<file path="src/rtl/servo_pwm_pkg.sv">
// rtl/servo_pwm_pkg.sv - shared types and pulse-width helpers for servo PWM
// Purpose : pulse_t default type plus the center/clamp/slew helper functions
//           used by every servo channel. Helpers work on 32-bit unsigned values
//           so any CNT_W up to 31 fits, with one spare bit for step arithmetic.
// Ports   : none (package)
package servo_pwm_pkg;

   localparam int DEF_CNT_W = 21;

   typedef logic [DEF_CNT_W-1:0] pulse_t;
   typedef logic [31:0]          wide_t;

   function automatic wide_t center(input wide_t min_p, input wide_t max_p);
      return (min_p + max_p) >> 1;
   endfunction

   function automatic wide_t clamp(input wide_t v, input wide_t min_p, input wide_t max_p);
      if (v < min_p)
         return min_p;
      else if (v > max_p)
         return max_p;
      else
         return v;
   endfunction

   // Move act toward tgt by at most step; step==0 means jump straight to tgt.
   function automatic wide_t step_toward(input wide_t act, input wide_t tgt, input wide_t step);
      wide_t diff;
      if (step == '0)
         return tgt;
      if (tgt >= act) begin
         diff = tgt - act;
         return act + ((diff > step) ? step : diff);
      end
      diff = act - tgt;
      return act - ((diff > step) ? step : diff);
   endfunction

endpackage

</file>
<file path="src/rtl/servo_pwm_multi_if.sv">
// rtl/servo_pwm_multi_if.sv - target-width write bus for servo_pwm_multi
// Purpose : groups the CPU-side target write strobe, channel index and width.
// Ports   : wr_en    one-cycle write strobe
//           wr_ch    channel index (at least 1 bit)
//           wr_pulse requested pulse width in ticks
//           master drives the bus, slave (the PWM block) receives it.
interface servo_pwm_multi_if #(
   parameter int NUM_CH = 2,
   parameter int CNT_W  = 21
);
   localparam int CH_W = (NUM_CH > 1) ? $clog2(NUM_CH) : 1;

   logic             wr_en;
   logic [CH_W-1:0]  wr_ch;
   logic [CNT_W-1:0] wr_pulse;

   modport master (output wr_en, output wr_ch, output wr_pulse);
   modport slave  (input  wr_en, input  wr_ch, input  wr_pulse);
endinterface

</file>
<file path="src/rtl/servo_slew_channel.sv">
// rtl/servo_slew_channel.sv - one servo channel: target, slewed active width, PWM compare
// Purpose : holds the clamped target and the slew-limited active width, and
//           produces the registered PWM level and at-target flag.
// Ports   : clk, reset    clock, synchronous active-high reset
//           enable        pulse generation enable
//           boundary      one-cycle strobe on the last tick of a period
//           wr, wr_pulse  target write for this channel
//           count         shared period counter
//           pwm           registered PWM output
//           at_target     registered (active == target)
module servo_slew_channel
   import servo_pwm_pkg::*;
#(
   parameter int CNT_W     = 21,
   parameter int MIN_PULSE = 100000,
   parameter int MAX_PULSE = 200000,
   parameter int SLEW_STEP = 5555
) (
   input  logic             clk,
   input  logic             reset,
   input  logic             enable,
   input  logic             boundary,
   input  logic             wr,
   input  logic [CNT_W-1:0] wr_pulse,
   input  logic [CNT_W-1:0] count,
   output logic             pwm,
   output logic             at_target
);
   localparam wide_t MIN_W    = wide_t'(MIN_PULSE);
   localparam wide_t MAX_W    = wide_t'(MAX_PULSE);
   localparam wide_t STEP_W   = wide_t'(SLEW_STEP);
   localparam logic [CNT_W-1:0] CENTER = CNT_W'(center(MIN_W, MAX_W));

   logic [CNT_W-1:0] target, active;
   logic [CNT_W-1:0] target_nxt, active_nxt;

   // The step reads the current target register, so a write landing on the
   // boundary cycle only takes effect from the following boundary.
   always_comb begin
      target_nxt = target;
      active_nxt = active;
      if (wr)
         target_nxt = CNT_W'(clamp(wide_t'(wr_pulse), MIN_W, MAX_W));
      if (boundary)
         active_nxt = CNT_W'(step_toward(wide_t'(active), wide_t'(target), STEP_W));
   end

   always_ff @(posedge clk) begin
      if (reset) begin
         target    <= CENTER;
         active    <= CENTER;
         pwm       <= 1'b0;
         at_target <= 1'b1;
      end else begin
         target    <= target_nxt;
         active    <= active_nxt;
         pwm       <= enable && (count < active);
         at_target <= (active_nxt == target_nxt);
      end
   end

endmodule

</file>
<file path="src/rtl/servo_pwm_multi.sv">
// rtl/servo_pwm_multi.sv - multi-channel servo PWM generator with slew limiting
// Purpose : one shared period counter drives NUM_CH servo channels; targets are
//           written over the bus, clamped, and approached at period boundaries.
// Ports   : clk, reset      clock, synchronous active-high reset
//           enable          1 = generate pulses, 0 = outputs low, counter parked
//           bus             target write bus (slave side)
//           pwm_o           registered PWM pins
//           period_start_o  registered pulse aligned with the PWM rising edge
//           at_target_o     per channel, active width equals target
module servo_pwm_multi
   import servo_pwm_pkg::*;
#(
   parameter int NUM_CH       = 2,
   parameter int CNT_W        = 21,
   parameter int PERIOD_TICKS = 2000000,
   parameter int MIN_PULSE    = 100000,
   parameter int MAX_PULSE    = 200000,
   parameter int SLEW_STEP    = 5555
) (
   input  logic                clk,
   input  logic                reset,
   input  logic                enable,
   servo_pwm_multi_if.slave    bus,
   output logic [NUM_CH-1:0]   pwm_o,
   output logic                period_start_o,
   output logic [NUM_CH-1:0]   at_target_o
);
   localparam int CH_W = (NUM_CH > 1) ? $clog2(NUM_CH) : 1;
   localparam logic [CNT_W-1:0] LAST = CNT_W'(PERIOD_TICKS - 1);

   if (NUM_CH < 1) begin : g_bad_num_ch
      $error("servo_pwm_multi: NUM_CH must be at least 1");
   end
   if (CNT_W > 31) begin : g_bad_cnt_w
      $error("servo_pwm_multi: CNT_W must not exceed 31");
   end
   if (MAX_PULSE >= PERIOD_TICKS) begin : g_bad_max
      $error("servo_pwm_multi: MAX_PULSE must be below PERIOD_TICKS");
   end
   if (MIN_PULSE > MAX_PULSE) begin : g_bad_min
      $error("servo_pwm_multi: MIN_PULSE must not exceed MAX_PULSE");
   end
   if (longint'(PERIOD_TICKS) > (longint'(1) << CNT_W)) begin : g_bad_period
      $error("servo_pwm_multi: PERIOD_TICKS does not fit in CNT_W bits");
   end

   logic [CNT_W-1:0] count;
   logic             boundary;

   assign boundary = enable && (count == LAST);

   // Parked at zero while disabled so re-enabling always starts a fresh period.
   always_ff @(posedge clk) begin
      if (reset || !enable)
         count <= '0;
      else if (count == LAST)
         count <= '0;
      else
         count <= count + 1'b1;
   end

   always_ff @(posedge clk) begin
      if (reset)
         period_start_o <= 1'b0;
      else
         period_start_o <= enable && (count == '0);
   end

   // Indices at or above NUM_CH match no channel, so such writes drop silently.
   for (genvar i = 0; i < NUM_CH; i++) begin : g_ch
      logic sel;
      assign sel = bus.wr_en && (bus.wr_ch == CH_W'(i));

      servo_slew_channel #(
         .CNT_W     (CNT_W),
         .MIN_PULSE (MIN_PULSE),
         .MAX_PULSE (MAX_PULSE),
         .SLEW_STEP (SLEW_STEP)
      ) u_ch (
         .clk       (clk),
         .reset     (reset),
         .enable    (enable),
         .boundary  (boundary),
         .wr        (sel),
         .wr_pulse  (bus.wr_pulse),
         .count     (count),
         .pwm       (pwm_o[i]),
         .at_target (at_target_o[i])
      );
   end

endmodule

</file>
<file path="src/flat_wrapper.sv">
// flat-port wrapper written by rule: the top's interface ports become plain ports
module servo_pwm_multi_flat import servo_pwm_pkg::*;
#(
   parameter int NUM_CH       = 2,
   parameter int CNT_W        = 21,
   parameter int PERIOD_TICKS = 2000000,
   parameter int MIN_PULSE    = 100000,
   parameter int MAX_PULSE    = 200000,
   parameter int SLEW_STEP    = 5555
)
  (clk, reset, enable, pwm_o, period_start_o, at_target_o, bus_wr_en, bus_wr_ch, bus_wr_pulse);
  servo_pwm_multi_if #(.NUM_CH(NUM_CH), .CNT_W(CNT_W)) bus_i ();
  input  logic clk;
  input  logic reset;
  input  logic enable;
  output logic [NUM_CH-1:0] pwm_o;
  output logic period_start_o;
  output logic [NUM_CH-1:0] at_target_o;
  input wire logic [$bits(bus_i.wr_en)-1:0] bus_wr_en;
  input wire logic [$bits(bus_i.wr_ch)-1:0] bus_wr_ch;
  input wire logic [$bits(bus_i.wr_pulse)-1:0] bus_wr_pulse;
  assign bus_i.wr_en = bus_wr_en;
  assign bus_i.wr_ch = bus_wr_ch;
  assign bus_i.wr_pulse = bus_wr_pulse;
  servo_pwm_multi #(.NUM_CH(NUM_CH), .CNT_W(CNT_W), .PERIOD_TICKS(PERIOD_TICKS), .MIN_PULSE(MIN_PULSE), .MAX_PULSE(MAX_PULSE), .SLEW_STEP(SLEW_STEP)) u_core (.clk(clk), .reset(reset), .enable(enable), .bus(bus_i), .pwm_o(pwm_o), .period_start_o(period_start_o), .at_target_o(at_target_o));
endmodule
</file>
<file path="config.mk">
export PLATFORM = sky130hd
export DESIGN_NAME = servo_pwm_multi_flat
export DESIGN_NICKNAME = d
export VERILOG_FILES = /design/src/rtl/servo_pwm_pkg.sv /design/src/rtl/servo_pwm_multi_if.sv /design/src/rtl/servo_slew_channel.sv /design/src/rtl/servo_pwm_multi.sv /design/src/flat_wrapper.sv
export SDC_FILE = /design/constraint.sdc
export NUM_CORES = 1
export LEC_CHECK = 0
export CORE_MARGIN = 2
export CORE_UTILIZATION = 38
export DETAILED_ROUTE_END_ITERATION = 16
export PLACE_DENSITY = 0.64
export SETUP_SLACK_MARGIN = 0.1
export SYNTH_ARGS = -nofsm -noshare
export SYNTH_HDL_FRONTEND = slang
export SYNTH_SLANG_ARGS = --single-unit
</file>
<file path="constraint.sdc">
create_clock -name clk -period 8.2 [get_ports clk]
set_clock_uncertainty 0.1 [all_clocks]
set_input_delay 1.64 -clock clk [delete_from_list [all_inputs] [get_ports clk]]
set_output_delay 1.64 -clock clk [all_outputs]
set_load 0.01 [all_outputs]
</file>
==> impl_metrics.toml <==
[status]
status = "finished clean"

[timing]
report.final.setup_viol = 0
final-max-slew-violation-count = 0
slew-limit-headroom_pct = 35.93
worst_slew_pin_slew_ns = 0.9610
grt_setup_unrepaired = "false"
timing.setup.tns_ns = 0
hold_slack_ns = 0.4262
maxClockFrequency_mhz = 131.6
final-hold-violation-count = 0
period_share_pct = 92.65
timing.final.crit_period_ns = 7.597

[yosys]
synthesis.yosys.warnings = 0
ys_seq_area_share_pct = 16.44
ys_ff_latch = 110
yosys.cell_types.count = 79
number_of_synthesized_flops_with_an_enable_pin = 0
synth_nets = 2021
ys.flop_type = "dfxtp_1"
synth-async-reset-ratio_pct = 0
post_synthesis_instance_area_sq_mm = 0.01339
syn_inst = 1819
synth_area_per_cell_sq_um = 7.362

[critical_path]
crit_required_ns = 8.37
worst_r2r_startpoint = "u_core.g_ch[1].u_ch.active[0]$_SDFF_PP0_"
slowest_stage = "or4b_4"
crit_arrival_ns = 7.77
critical_path_start = "u_core.g_ch[1].u_ch.active[0]$_SDFF_PP0_"
crit-reg2reg-capture = "u_core.g_ch[1].u_ch.at_target$_SDFF_PP1_"
kind_of_end_point_of_the_critical_path = "flip-flop"
setup.reg_to_reg.worst_slack_ns = 0.60
cp-endpoint = "u_core.g_ch[1].u_ch.at_target$_SDFF_PP1_"
timing.critical_path.slowest_cell_delay_ns = 0.62
crit_path_launch_type = "flip-flop"
rr_worst_depth = 31
crit_path_frequent_cell = "ha_1"
timing.setup.critical_path_class = "flip-flop to flip-flop"
worstPathMaxFanout = 15

[layout]
final_standard_cell_area_without_fillers_sq_mm = 0.01438
fin_nets = 1996
final-seq-area_sq_mm = 0.002202
area_growth_syn_to_layout_pct = 7.353
fill_cells = 3598
final_layout_size_suffix_gt1_share_pct = 4.336
diodes = 0
utilization_pct = 41.52
multi_input_comb_area_sq_mm = 0.01046

[floorplan]
floorplan.core_area_sq_mm = 0.03463
ioPinCount = 31
initial_utilization_pct = 38.67
area_enclosed_by_the_die_boundary_sq_mm = 0.03676
die_y_microns = 191.7
die_width_microns = 191.7
floorplan.rows = 68

[grt]
grt_remaining_overflow = 0
global_route.usage.total_pct = 22.97
via_count_of_the_first_global_routing_pass = 12440
first_pass_grt_wire_length_microns = 66920
grt_antenna_before_repair = 0
grt_start_max_net_pins = 47

[cts]
cts_tree = "yes"
htree_levels = 3
clkTransAtPathRegs_ns = 0.08
clock_sinks = 110
cts_root_buf = "clkbuf_16"
largest_buffer_count_on_any_clock_path = 2
insertion_delay_ns = 0.36
cts_inserted_buffers = 9
postCtsHoldBufs = 0

[power]
clkPwrFrac_pct = 23.0
leakage_nw = 6.189
share_comb_of_total_power_pct = 47.5
power.share.switching_pct = 39.11
vdd_ir_drop_max_v = 0.00009209
total_switching_power_uw = 731.2
power.internal_mw = 1.138
fin_total_pwr_mw = 1.869
powerDensity_mw_per_mm2 = 130.0
power.share.sequential_pct = 29.5

[detailed_routing]
wl_per_cell_microns = 18.45
detailedRoute.firstIterationViolations = 783
routed_wirelength_microns = 41590
route.vias.total = 12920
ant_nets = 0
detail_route.drc_violations = 0
detail_route.first_pass.iterations = 5
routed_via_density = 5.731

[place]
placement.cell_area_sq_mm = 0.01403
detailed_placement_hpwl_microns = 33730
place_congestion = 0.9654
place.port_buffers = 30

[flow_run]
cap_violations = 0

[worst_hold_path]
hold_path_class = "flip-flop to flip-flop"
[critical path: cells and delay by family (launching register included)]
kind                       cells  cell delay (ns)
AOI/OAI and AO/OA             15             3.33
xor gates and xnor gates       1             0.18
buffers and inverters          2             0.13
and+or+nand+nor                9             2.23
DFF                            1             0.38
adders and majority gates      4             1.12
[synth_stat cells, types with 32 or more instances]
| library cell | number | share of area, % |
|---|---|---|
| nand2_1 | 120 | 3.4 |
| nand2b_1 | 39 | 1.8 |
| a21oi_1 | 151 | 5.6 |
| dfxtp_1 | 110 | 16 |
| o21ai_0 | 102 | 3.8 |
| nand3_1 | 37 | 1.4 |
| xor2_1 | 72 | 4.7 |
| o21a_1 | 32 | 1.8 |
| xnor2_1 | 92 | 6.0 |
| clkbuf_1 | 67 | 1.9 |
| ha_1 | 170 | 16 |
| nor2_1 | 195 | 5.5 |
| a21o_1 | 46 | 2.6 |
| nor3_1 | 47 | 1.8 |
| inv_1 | 126 | 3.5 |
[power by group through the flow]
stage | registers (mW) | clock network, mW | logic, mW
global route | 0.553 | 0.457 | 0.980
CTS | 0.551 | 0.437 | 0.867
floorplan | 0.561 | 0 | 0.677
finish | 0.551 | 0.429 | 0.889
global placement | 0.564 | 0 | 0.857
detailed placement | 0.564 | 0 | 0.862
[state kept, by name, summed over array words and instances (netlist names)]
name                        flops
u_core.g_ch.u_ch.active        42
u_core.g_ch.u_ch.pwm            2
u_core.g_ch.u_ch.at_target      2
u_core.period_start_o           1
u_core.g_ch.u_ch.target        42
u_core.count                   21
[timing repair]
item | 4_1_cts | 5_1_grt
gates resized for setup | 0 | 16
setup endpoints to repair | 0 | 3
setup buffers | 0 | 1
[stage by stage]
step | cells | setup slack [ns]
after floorplan | 1819 | 1.542
after global placement | 2237 | 0.4177
after detailed placement | 2237 | 0.3514
after CTS | 2253 | 0.3403
after global routing | 2254 | 0.1328
final | 2254 | 0.6030
[placed cells by master, fill, tap and decap left out, drive strengths merged, types with 23 or more instances in the layout]
cell / instances
o211ai: 24
o21a: 32
nand2b: 39
xor2: 72
inv: 126
a21oi: 154
xnor2: 92
a21o: 46
nand4: 26
o21ai: 102
clkdlybuf4s50: 29
nor2: 196
nand3: 37
nor3: 48
dfxtp: 110
ha: 170
a31oi: 26
nor2b: 23
nand2: 120
and2: 27
[cell families after synthesis]
group | Yosys count | share of synthesized area (%)
buffers and inverters | 205 | 5.914
multiplexers | 22 | 1.663
flip-flops | 110 | 16.44
XOR/XNOR | 165 | 10.89
AND/OR/NAND/NOR | 603 | 22.10
AO/OA/AOI/OAI | 538 | 26.21
adder cells (fa/ha/maj) | 176 | 16.78
[how the worst min path moves through the flow]
stage	cells past startpoint	to	from
floorplan	1	u_core.count[0]$_SDFF_PP0_	u_core.count[0]$_SDFF_PP0_
global placement	2	u_core.g_ch[1].u_ch.target[20]$_SDFF_PP0_	u_core.g_ch[1].u_ch.target[20]$_SDFF_PP0_
detailed placement	2	u_core.g_ch[1].u_ch.target[20]$_SDFF_PP0_	u_core.g_ch[1].u_ch.target[20]$_SDFF_PP0_
CTS	2	u_core.g_ch[1].u_ch.target[20]$_SDFF_PP0_	u_core.g_ch[1].u_ch.target[20]$_SDFF_PP0_
global route	2	u_core.g_ch[1].u_ch.target[20]$_SDFF_PP0_	u_core.g_ch[1].u_ch.target[20]$_SDFF_PP0_
finish	2	u_core.g_ch[1].u_ch.target[20]$_SDFF_PP0_	u_core.g_ch[1].u_ch.target[20]$_SDFF_PP0_
[layout make-up]
cell class,count,share of cell area [%]
well taps,455,3.960
repair buffers,43,2.733
flip-flops and latches,110,15.32
clock buffers,13,1.810
inverters,126,3.290
clock inverters,3,0.1305
multi-input cells,1504,72.76
[layer usage]
| layer | share of wire, % | track usage [%] |
|---|---|---|
| met1 | 46 | 30.20 |
| met2 | 47 | 39.50 |
| met3 | 4.2 | 2.193 |
| met5 | 0 | 0 |
| met4 | 2.6 | 7.160 |
Note: power is estimated with default switching activity, not from simulation.
